## src/rtl/hazard_ctrl.sv

```systemverilog
// hazard_ctrl: pipeline hazard detection and stall control for a 5-stage core.
// Detects register read-after-write hazards that forwarding cannot cover
// (Tuse/Tnew comparison) and multiply/divide unit occupancy, and produces the
// PC/D enables and E flush that realise a stall.
// Optional feature: define HAZARD_STALL_CNT_EN to add a 32-bit stall-cycle
// counter exposed on the stallCount port.
module hazard_ctrl (
  input  logic        clk,
  input  logic        reset,
  input  logic [4:0]  D_rsAddr,
  input  logic [4:0]  D_rtAddr,
  input  logic [1:0]  D_TuseRs,
  input  logic [1:0]  D_TuseRt,
  input  logic        D_isMD,
  input  logic [4:0]  E_wAddr,
  input  logic [1:0]  E_Tnew,
  input  logic [4:0]  M_wAddr,
  input  logic [1:0]  M_Tnew,
  input  logic        E_mdStart,
  input  logic        E_mdIsDiv,
  output logic        PC_en,
  output logic        D_en,
  output logic        E_clr,
  output logic        stall,
  output logic        mdBusy
`ifdef HAZARD_STALL_CNT_EN
  ,
  output logic [31:0] stallCount
`endif
);

  localparam logic [3:0] MUL_CYCLES = 4'd5;
  localparam logic [3:0] DIV_CYCLES = 4'd10;

  logic [3:0] md_cnt_q;
  logic [3:0] md_cnt_d;
  logic       md_busy_raw;
  logic       rs_stall;
  logic       rt_stall;

  // Next busy count: a new start always reloads (never accumulates), else count down to zero.
  always_comb begin
    md_cnt_d = md_cnt_q;
    if (E_mdStart) begin
      md_cnt_d = E_mdIsDiv ? DIV_CYCLES : MUL_CYCLES;
    end else if (md_cnt_q != 4'd0) begin
      md_cnt_d = md_cnt_q - 4'd1;
    end
  end

  // Busy counter register; reset aborts any countdown in progress.
  always_ff @(posedge clk) begin
    if (reset) begin
      md_cnt_q <= 4'd0;
    end else begin
      md_cnt_q <= md_cnt_d;
    end
  end

  // Stall decision: a source stalls when its producer is ready later than it is needed.
  // Register 0 never stalls. Outputs are held inactive while reset is asserted.
  always_comb begin
    md_busy_raw = E_mdStart | (md_cnt_q != 4'd0);

    rs_stall = (D_rsAddr != 5'd0) &&
               (((E_wAddr == D_rsAddr) && (D_TuseRs < E_Tnew)) ||
                ((M_wAddr == D_rsAddr) && (D_TuseRs < M_Tnew)));

    rt_stall = (D_rtAddr != 5'd0) &&
               (((E_wAddr == D_rtAddr) && (D_TuseRt < E_Tnew)) ||
                ((M_wAddr == D_rtAddr) && (D_TuseRt < M_Tnew)));

    mdBusy = ~reset & md_busy_raw;
    stall  = ~reset & (rs_stall | rt_stall | (D_isMD & md_busy_raw));
    PC_en  = ~stall;
    D_en   = ~stall;
    E_clr  = stall;
  end

`ifdef HAZARD_STALL_CNT_EN
  logic [31:0] stall_cnt_q;
  logic [31:0] stall_cnt_d;

  // Next stall count: one per stalled cycle, wrapping silently.
  always_comb begin
    stall_cnt_d = stall_cnt_q;
    if (stall) begin
      stall_cnt_d = stall_cnt_q + 32'd1;
    end
  end

  // Stall counter register.
  always_ff @(posedge clk) begin
    if (reset) begin
      stall_cnt_q <= 32'd0;
    end else begin
      stall_cnt_q <= stall_cnt_d;
    end
  end

  assign stallCount = stall_cnt_q;
`endif

endmodule

```

## config.mk

```make
export PLATFORM = sky130hd
export DESIGN_NAME = hazard_ctrl
export DESIGN_NICKNAME = d
export VERILOG_FILES = /design/src/rtl/hazard_ctrl.sv
export SDC_FILE = /design/constraint.sdc
export NUM_CORES = 1
export LEC_CHECK = 0
export BUFFER_PORTS_ARGS = -buffer_cell sky130_fd_sc_hd__buf_2
export CAP_MARGIN = 20
export CELL_PAD_IN_SITES_DETAIL_PLACEMENT = 0
export CELL_PAD_IN_SITES_GLOBAL_PLACEMENT = 1
export CORE_ASPECT_RATIO = 0.7
export CORE_MARGIN = 10
export CORE_UTILIZATION = 26
export DETAILED_ROUTE_END_ITERATION = 6
export MAX_ROUTING_LAYER = met4
export PLACE_DENSITY_LB_ADDON = 0.15
export SKIP_CTS_REPAIR_TIMING = 1
export SYNTH_ARGS = -nofsm -noshare
export SYNTH_HDL_FRONTEND = slang
export SYNTH_SLANG_ARGS = --single-unit
```

## constraint.sdc

```tcl
create_clock -name clk -period 1.55 [get_ports clk]
set_input_delay 0.155 -clock clk [delete_from_list [all_inputs] [get_ports clk]]
set_output_delay 0.155 -clock clk [all_outputs]
set_load 0.01 [all_outputs]
```

== Word-level counts from Yosys, hierarchy flattened ==
Index checks and enable logic that the tools add are counted.
Storage, ports and cells
  register bits after elaboration: 4
  logic and storage cells: 33
Cells by class
  add/sub/neg operators: 1
  order comparisons: 4
  equality and inequality tests: 4
  muxes and demuxes: 3
  bitwise gates (word level): 8
  reduce and logical (&&, ||, !) cells: 12
Operators with widths (number)
  $eq A5 B5 Y1: 4
  $mux W4: 3
  $reduce_bool A5 Y1: 2
  $lt A2 B2 Y1: 4
  $logic_and A1 B1 Y1: 6
  $reduce_bool A4 Y1: 1
  $sub A4 B1 Y4 const B: 1
  $and A1 B1 Y1: 3
  $or A1 B1 Y1: 3
  $logic_or A1 B1 Y1: 2
  $not A1 Y1: 2
  $reduce_bool A2 Y1: 1

== Depth between registers and ports, before layout ==
  depth after elaboration: 8
  depth in mapped cells: 7
  gate-level depth less buffers: 7

== Worst setup path before layout ==
Ideal clock, no wire load.
  path type: register to output
  start point: reg md_cnt_q[0]
  end point: out PC_en
  arrival: 1.711 ns
  data required time: 1.395 ns
  slack: -0.316 ns
  stages on the path, launching flop included: 7
  path through: dfxtp_1 inv_1 ha_1 nor4b_2 nor2_1 a211oi_1 buf_4
On the way
  word-level cells in the longest chain between the ends: 6
Ends and longest elaborated chain
  start: declaration: line 35  | logic [3:0] md_cnt_q;
  start signal: assignment: line 56  | md_cnt_q <= md_cnt_d;
  $reduce_bool A4 Y1: line 63  | md_busy_raw = E_mdStart | (md_cnt_q != 4'd0);
  $or A1 B1 Y1: line 63
  $and A1 B1 Y1: line 74  | stall = ~reset & (rs_stall | rt_stall | (D_isMD & md_busy_raw));
  $or A1 B1 Y1: line 74
  $and A1 B1 Y1: line 74
  $not A1 Y1
  end: declaration: line 21  | output logic PC_en,
Every way passes these cells.

== Worst setup path in the final report ==
  start point: in E_wAddr[1]
  end point: out stall
On the way
  word-level cells in the longest chain between the ends: 7
  elaborated cells between the ends (all ways): 11
Ends and longest elaborated chain
  start: declaration: line 15  | input logic [4:0] E_wAddr,
  $eq A5 B5 Y1 (on tied branches): line 66, 70
  $logic_and A1 B1 Y1 (on tied branches): line 66, 70
  $logic_or A1 B1 Y1 (on tied branches): line 66, 70
  $logic_and A1 B1 Y1 (on tied branches): line 65, 69
  $or A1 B1 Y1 * (2 in series): line 74
  $and A1 B1 Y1 *: line 74
  end: declaration: line 24  | output logic stall,
Mark *: on every way between the ends. The rest lies on a longest branch, timed or not.

==> qor.yml <==
run_status:
  status: "finished, violations left"
  violations: "setup timing"
grt:
  gr-total-overflow: 0
  grt_pass1_vias: 751
  grt_pass1_wl_mm: 3.55
  grt_max_degree: 8
  antenna_found_initial: 0
  grtUsageTotal_pct: 9.80
place:
  io_buffers: 37
  hpwl_mm: 2.09
  place.gp.congestion: 0.833
  placed_cell_area_um2: 1030
synth:
  avgSynthCellArea_um2: 8.08
  yosysSeqAreaShare_pct: 12.9
  synth.area.top_cells: "xor2_1 (18%), dfxtp_1 (13%), xnor2_1 (13%), ha_1 (12%), nor2_1 (5.4%)"
  syn-instance-count: 77
  synth-main-ff-cell: "dfxtp_1"
  yosys.cell_count.top_type: "xor2_1"
  synthArstFlopShare_pct: 0
  synthTopCellsByCount: "xor2_1 (13), nor2_1 (9), xnor2_1 (9)"
  synthesis.area_um2: 622
  yosys.area.top_type_share_pct: 18.3
  synth_fp_nets: 116
  synth_edf_count: 0
  yosysUniqueCellTypes: 21
  synth.ff_latch_count: 4
  synth_top_area_cell: "xor2_1"
  yosys_warnings: 0
cells_and_area:
  regMostFlops: "md_cnt_q"
  syn2layout_area_growth_pct: 85.9
  layout-drive-gt1-share_pct: 58.6
  multiInputGateArea_um2: 633
  seq_area_um2: 82.6
  reg_top3: "md_cnt_q (4)"
  largest_register_ffs: 4
  fin_util_pct: 52.4
  final_nets: 174
  diodes: 0
  fin_area_um2: 1160
  fillers: 224
power_and_ir_drop:
  power_density_nw_per_um2: 551
  vdd_drop_max_mv: 0.254
  p_total_uw: 637
  p_leak_uw: 0.000529
floorplan:
  ios: 38
  die_w_um: 78.5
  fp.coreArea_um2: 2210
  die_h_um: 60.9
  start_util_pct: 28.2
  dieArea_um2: 4780
  fp-row-count: 14
clock_network:
  htreeDepth: 1
  clk_path_buf_depth: 2
  clk-insertion-delay-late_ps: 230
  tritoncts_num_sinks: 4
  cts_buffers: 3
  clock-root-buffer: "clkbuf_4"
  cts_tree: "yes"
  clkSlewWorstSetupHoldPaths_ps: 40
drt:
  initialDrtViolationCount: 29
  vias: 748
  wl_mm: 2.34
  vias_per_cell: 4.53
  dr.pass1.iters: 4
  wl_per_cell_um: 14.2
  drcViolationCount: 0
  ant_nets: 0
worst_setup_path:
  crit_buf_inv: 2
  critical_path_class: "in2out"
  crit_fanout: 2
  slowest_stage: "a221oi_2"
  start_kind: "input pin"
  worstPathArrival_ps: 1620
  crit_path_frequent_cell: "buf_2"
  cp_data_required_time_ps: 1390
  end_kind: "primary output"
  cpPeakStageDelay_ps: 370
  path_cells: "buf_2, xor2_2, nor4_4, nand4_1, a221oi_2, a211o_1, buf_2"
  crit_family: "compound AO/OA/AOI/OAI gates"
sta:
  relSlewSlack_pct: 77.3
  fin_skew_ps: 0.0334
  max_freq_mhz: 563
  whs_ps: 148
  maxSlewViolCount: 0
  grt_setup_unrepaired: "true"
  min_period_over_period_pct: 115
  finalSetupViolations: 4
  fin_ws_ps: -227
  final_hold_viol_count: 0
  min_period_ps: 1780
  worst_pin_slew_ps: 339
run:
  drv_cap: 0
hold_path:
  holdCritPathClass: "in2reg"
power breakdown:
part	internal, µW	leakage [µW]	switching, µW	total, µW
clock network	86.6	0.0000138	43.0	130
logic	196	0.000481	175	370
registers	121	0.0000338	16.1	137
final cells by class:
| class | instances | area share [%] |
|---|---|---|
| Tap cell | 32 | 3.46 |
| Multi-Input combinational cell | 65 | 54.8 |
| Timing Repair Buffer | 55 | 29.7 |
| Clock buffer | 3 | 1.95 |
| Inverter | 6 | 3.03 |
| Sequential cell | 4 | 7.14 |
metrics by stage:
step,setup WS (ps),TNS (ps),cells
6_report,-227,-752,165
5_1_grt,-287,-1000,165
4_1_cts,-363,-1380,164
2_1_floorplan,-103,-188,77
3_5_place_dp,-362,-1310,161
3_3_place_gp,-331,-1170,161
metal layers:
metal | up-vias | track usage [%] | part of all wire (%)
met5 | - | - | 0
met3 | 0 | 4.87 | 8.3
met2 | 32 | 12.5 | 36
met1 | 333 | 13.8 | 55
li1 | 383 | - | -
met4 | 0 | 0 | 0
cell usage in the layout (no fill, tap or decap):
| master | Yosys | layout |
|---|---|---|
| nor4b_4 | 0 | 1 |
| dfxtp_1 | 4 | 2 |
| xor2_2 | 0 | 1 |
| buf_2 | 0 | 34 |
| o21ai_0 | 3 | 2 |
| buf_8 | 0 | 1 |
| dfxtp_2 | 0 | 2 |
| o21ai_2 | 0 | 1 |
| o211a_1 | 1 | 1 |
| clkbuf_4 | 0 | 3 |
| ha_4 | 0 | 3 |
| nor3_2 | 0 | 1 |
| a211o_1 | 1 | 1 |
| nor4_4 | 0 | 1 |
| nand2_1 | 1 | 1 |
| nor2_1 | 9 | 8 |
| buf_6 | 0 | 2 |
| ha_1 | 6 | 3 |
| a2111oi_0 | 2 | 1 |
| xnor2_1 | 9 | 9 |
| inv_12 | 0 | 1 |
| inv_1 | 6 | 3 |
| a2111oi_4 | 0 | 2 |
| nor2_2 | 0 | 1 |
| nand2b_1 | 3 | 2 |
| a211oi_2 | 0 | 1 |
| nand2b_4 | 0 | 1 |
| nand4_1 | 4 | 4 |
| xor2_1 | 13 | 12 |
| a221oi_2 | 2 | 2 |
| buf_4 | 2 | 18 |
| inv_2 | 0 | 2 |
| a21oi_1 | 2 | 2 |
| nor3_1 | 5 | 4 |
final timing paths:
| check | startpoint | endpoint | slack, ps | depth (start not counted) |
|---|---|---|---|---|
| setup / recovery | E_wAddr[1] | stall | -230 | 7 |
| hold / removal | E_mdIsDiv | md_cnt_q[2]$_SDFFE_PP0N_ | 150 | 2 |
| setup reg to reg | md_cnt_q[0]$_SDFFE_PP0N_ | md_cnt_q[2]$_SDFFE_PP0N_ | 300 | 6 |
| hold reg to reg | md_cnt_q[1]$_SDFFE_PP0N_ | md_cnt_q[1]$_SDFFE_PP0N_ | 510 | 2 |
cells by family (layout without fill, tap and decap cells):
logic type                 Yosys count  after routing  share of synthesized area (%)
and+or+nand+nor                     24             24                           20.5
xor gates and xnor gates            22             22                           31.0
AOI/OAI and AO/OA                   13             13                           17.5
buffers and inverters                8             64                           6.04
adders and majority gates            6              6                           12.1
DFF                                  4              4                           12.9
worst reg2reg max path, cell delays in order, from the launching register on:
cell and delay, ps:
dfxtp_2 320, inv_2 50, buf_4 120, ha_1 200, xor2_1 140, nor2_1 50
a2111oi_0 250
(Power assumes the default switching activity.)
